--- src/rtl/alu_arb_seq.sv ---
// alu_arb_seq: round-robin arbiter sequencing two requesters onto one shared combinational ALU
module alu_arb_seq #(
  parameter int EXEC_CYCLES = 1
) (
  input  logic       clk,
  input  logic       rst,
  input  logic       req0_valid,
  input  logic       req1_valid,
  output logic       req0_ready,
  output logic       req1_ready,
  input  logic [7:0] req0_a,
  input  logic [7:0] req0_b,
  input  logic [7:0] req1_a,
  input  logic [7:0] req1_b,
  input  logic [3:0] req0_op,
  input  logic [3:0] req1_op,
  output logic [7:0] alu_a,
  output logic [7:0] alu_b,
  output logic [3:0] alu_op,
  input  logic [8:0] alu_res,
  output logic       rsp_valid,
  input  logic       rsp_ready,
  output logic [8:0] rsp_data,
  output logic       rsp_id,
  output logic       rsp_err
  ,
  output logic       busy
);
  typedef enum logic [1:0] {IDLE, EXEC, RESP} state_t;
  state_t     state;
  logic       ptr;
  logic       gnt;
  logic       gnt_id;
  logic       accept;
  logic [3:0] cnt;
  logic       illegal;
  // Grant decision: lone requester wins, contention resolved by the priority pointer
  always_comb begin
    gnt        = (req0_valid && req1_valid) ? ptr : req1_valid;
    accept     = (state == IDLE) && !rst && (req0_valid || req1_valid);
    req0_ready = accept && !gnt;
    req1_ready = accept && gnt;
    illegal    = alu_op > 4'hA;
  end
  // Sequencer: accept in IDLE, hold operands for EXEC_CYCLES, present result until consumed
  always_ff @(posedge clk) begin
    if (rst) begin
      state     <= IDLE;
      ptr       <= 1'b0;
      cnt       <= '0;
      gnt_id    <= 1'b0;
      alu_a     <= '0;
      alu_b     <= '0;
      alu_op    <= '0;
      rsp_valid <= 1'b0;
      rsp_data  <= '0;
      rsp_id    <= 1'b0;
      rsp_err   <= 1'b0;
      busy      <= 1'b0;
    end else begin
      case (state)
        IDLE: if (accept) begin
          alu_a  <= gnt ? req1_a : req0_a;
          alu_b  <= gnt ? req1_b : req0_b;
          alu_op <= gnt ? req1_op : req0_op;
          gnt_id <= gnt;
          ptr    <= ~gnt;
          cnt    <= '0;
          busy   <= 1'b1;
          state  <= EXEC;
        end
        EXEC: if (cnt == 4'(EXEC_CYCLES - 1)) begin
          rsp_data  <= illegal ? '0 : alu_res;
          rsp_err   <= illegal;
          rsp_id    <= gnt_id;
          rsp_valid <= 1'b1;
          cnt       <= '0;
          state     <= RESP;
        end else begin
          cnt <= cnt + 4'd1;
        end
        RESP: if (rsp_ready) begin
          rsp_valid <= 1'b0;
          alu_a     <= '0;
          alu_b     <= '0;
          alu_op    <= '0;
          busy      <= 1'b0;
          state     <= IDLE;
        end
        default: state <= IDLE;
      endcase
    end
  end
endmodule

--- config.mk ---
export PLATFORM = sky130hd
export DESIGN_NAME = alu_arb_seq
export DESIGN_NICKNAME = d
export VERILOG_FILES = /design/src/rtl/alu_arb_seq.sv
export SDC_FILE = /design/constraint.sdc
export NUM_CORES = 1
export LEC_CHECK = 0
export CAP_MARGIN = 15
export CORE_MARGIN = 3
export CORE_UTILIZATION = 40
export DETAILED_ROUTE_END_ITERATION = 10
export PLACE_DENSITY = 0.8
export SETUP_SLACK_MARGIN = 0.15
export SYNTH_ARGS = -nofsm -noshare
export SYNTH_HDL_FRONTEND = slang
export SYNTH_SLANG_ARGS = --single-unit
--- constraint.sdc ---
create_clock -name clk -period 2 [get_ports clk]
set_input_delay 0.3 -clock clk [delete_from_list [all_inputs] [get_ports clk]]
set_output_delay 0.3 -clock clk [all_outputs]
set_load 0.01 [all_outputs]
==> out/metrics.csv, run 1 <==
stage,metric,value,unit
clocking,clkSinkCount,41,
timing,slew_headroom,0.791,
placement,routabilityCongestion,0.801,
timing,hold_violations,0,
route,firstDrtPassIters,4,
floorplan,rows,23,
power,powerDensity,720,mW/mm^2
clocking,postCtsHoldBufs,0,
cells_and_area,drive_gt1_frac,0.160,
synth,synth_top_area_cell,dfxtp_1,
critical_path,crit_type,register to register,
synth,async_flop_share,0,
route,wire_per_inst,14.0,um
timing,layout_min_cycle_time,1.79,ns
timing,skew,0.00266,ns
timing,rsz0062_at_grt,yes,
global_routing,grt_pass1_vias,1640,
global_routing,grt-ovfl-total,0,
synth,yosysSeqAreaShare,0.454,
synth,synth_most_common_cell,dfxtp_1,
global_routing,grt_start_max_net_pins,28,
synth,synthTopCellsByArea,"dfxtp_1 (45%), mux2i_1 (12%), o2bb2ai_1 (9.7%)",
cells_and_area,nets,324,
floorplan,dieArea,0.00536,sq mm
power,combPwrFrac,0.243,
cells_and_area,diodes,0,
floorplan,io_pins,89,
clocking,cts_max_level,2,
route,antenna_left,0,
timing,fin_ws,0.212,ns
cells_and_area,fin_util,0.705,
synth,synth_commonest_cells,"dfxtp_1 (41), mux2i_1 (22), o2bb2ai_1 (20), inv_1 (13), nand2b_1 (10)",
clocking,cts_root_buf,clkbuf_8,
route,drc,0,
floorplan,initial_utilization,0.433,
power,peakVddDrop,0.477,mV
synth,synth.distinct_cells,30,
synth,synth_warnings,0,
timing,fmax,559,MHz
synth,synth_cells,169,
synth,avgSynthCellArea,10.7,sq um
power,p_int,1.60,mW
clocking,clockBufferDepth,2,
clocking,cts_buffers,5,
synth,synth-edff-count,0,
timing,tightest_slew,0.313,ns
floorplan,core-area,0.00417,sq mm
worst_hold_path,hp-class,register to register,
clocking,insertion_delay,0.29,ns
synth,synth-main-ff-cell,dfxtp_1,
global_routing,grtUsageTotal,0.173,
global_routing,grt_first_pass_wirelength,7170,um
timing,min_period_over_period,0.894,
synth,synth_top_area_frac,0.454,
critical_path,cp-start-kind,register,
timing,fin_hold_ws,0.470,ns
placement,place_ws,-0.409,ns
clocking,cts.reportedPaths.clkPinSlew,0.07,ns
power,swShare,0.244,
route,viasPerCell,5.12,
power,power.leakage,1.22,nW
route,drt_iter0_drc,76,
clocking,cts_tree,built,
power,p_total,2.12,mW
run,maxCapViolCount,0,
placement,port_buffers,88,
placement,hpwl,3360,um
placement,place_area,0.00280,sq mm
power,pwr-share-seq,0.437,
critical_path,cp-end-kind,register,
route,wirelength,4450,um
floorplan,fp.dieH,73.2,um
floorplan,die_w,73.2,um
global_routing,grt_antenna_before_repair,0,
timing,setup_violations,0,
cells_and_area,layout-area-overhead-vs-synth,62.9,%
route,vias,1632,
status,status,"complete, no violations",
power,clockPowerShare,0.320,
timing,drv_slew,0,
power,switchingPower,516,uW
cells_and_area,final_area,0.00294,sq mm
synth,ys_ff_latch,41,
critical_path,arrival,1.97,ns
synth,syn-num-nets,225,
synth,netlist_area,0.00181,sq mm
critical_path,required,2.18,ns
critical_path,path_max_fanout,5,
[metrics by stage]
stage,std cells,TNS [ns]
floorplan,169,0
global placement,309,-0.784
detailed placement,309,-0.821
CTS,319,0
global route,319,0
finish,319,0
[path summary, 6_finish.rpt]
| check | depth (start not counted) | slack [ns] | end | startpoint |
|---|---|---|---|---|
| worst max register to register | 7 | 0.21 | rsp_err | cnt[0] |
| worst min register to register | 1 | 0.47 | alu_b[5] | alu_b[5] |
| worst min-delay path | 1 | 0.47 | alu_b[5] | alu_b[5] |
| worst max-delay path | 7 | 0.21 | rsp_err | cnt[0] |
[power groups by stage]
| stage | sequential (mW) | combinational, mW | clock (mW) |
|---|---|---|---|
| floorplan | 0.966 | 0.194 | 0 |
| finish | 0.925 | 0.515 | 0.678 |
| global route | 0.933 | 0.556 | 0.735 |
| detailed placement | 0.941 | 0.510 | 0 |
| CTS | 0.925 | 0.519 | 0.704 |
| global placement | 0.942 | 0.504 | 0 |
[state kept, by name, indices dropped and copies added (netlist names)]
register	cells
cnt	4
alu_b	8
ptr	1
alu_op	4
rsp_valid	1
rsp_data	9
rsp_id	1
alu_a	8
state	2
busy	1
gnt_id	1
rsp_err	1
[kinds of logic (layout without fill, tap and decap cells)]
logic type	after synthesis	after routing	synth area share
AOI/OAI and AO/OA	41	41	0.224
DFF	41	41	0.454
and+or+nand+nor	36	36	0.118
buffers and inverters	26	126	0.0630
muxes	22	22	0.122
adders and majority gates	2	2	0.0138
xor gates and xnor gates	1	1	0.00485
[placed cells by master, fill, tap and decap left out, types with 2 or more instances in the layout]
| cell | instances |
|---|---|
| o32ai_2 | 9 |
| dfxtp_1 | 41 |
| buf_2 | 2 |
| ha_1 | 2 |
| nand3_1 | 2 |
| nor2_1 | 7 |
| clkdlybuf4s50_1 | 83 |
| nand2b_1 | 9 |
| a32o_1 | 2 |
| nand2_1 | 3 |
| o2bb2ai_1 | 20 |
| a21o_1 | 3 |
| mux2i_1 | 22 |
| clkbuf_8 | 6 |
| a21oi_1 | 3 |
| inv_1 | 13 |
| nor2b_1 | 3 |
| nand3b_1 | 2 |
| dlygate4sd2_1 | 3 |
| buf_4 | 17 |
[worst max-delay path: stages (launching register included)]
cell and delay [ns]:
dfxtp_1 0.36, inv_1 0.08, ha_1 0.13, or3b_4 0.39, nor3b_4 0.28, buf_4 0.20, mux2i_1 0.19, nor2_1 0.05
[area by class of cell]
| cell class | instances | area, sq um |
|---|---|---|
| Inverter | 13 | 48.8 |
| Clock inverter | 1 | 30.0 |
| Clock buffer | 7 | 86.3 |
| Tap cell | 50 | 62.6 |
| Timing Repair Buffer | 105 | 995 |
| Sequential cell | 41 | 821 |
| Fill cell | 330 | 1230 |
| Multi-Input combinational cell | 102 | 900 |
[repair_timing]
action	in CTS	in global routing
buffers inserted	2	0
resized for setup	17	1
setup endpoints to repair	11	4
pin swaps	1	0
[per-layer routing]
metal,wire [um],up-vias,GRT usage
li1,-,803,-
met4,80,0,0.0656
met3,585,8,0.0964
met2,1900,79,0.269
met1,1890,742,0.198
met5,0,-,0
(Power assumes the default switching activity.)
==> run 2, diff against run 1 <==
--- a/config.mk
+++ b/config.mk
@@ -11,6 +11,7 @@
 export DETAILED_ROUTE_END_ITERATION = 10
 export PLACE_DENSITY = 0.8
 export SETUP_SLACK_MARGIN = 0.15
+export SLEW_MARGIN = 15
 export SYNTH_ARGS = -nofsm -noshare
 export SYNTH_HDL_FRONTEND = slang
 export SYNTH_SLANG_ARGS = --single-unit
==> results of run 2 <==
Final layout, timing and power as in run 1 (identical DEF).
==> run 3, diff against run 2 <==
--- a/config.mk
+++ b/config.mk
@@ -15,3 +15,4 @@
 export SYNTH_ARGS = -nofsm -noshare
 export SYNTH_HDL_FRONTEND = slang
 export SYNTH_SLANG_ARGS = --single-unit
+export TNS_END_PERCENT = 20
==> results of run 3 <==
Final layout, timing and power as in run 1 (identical DEF).
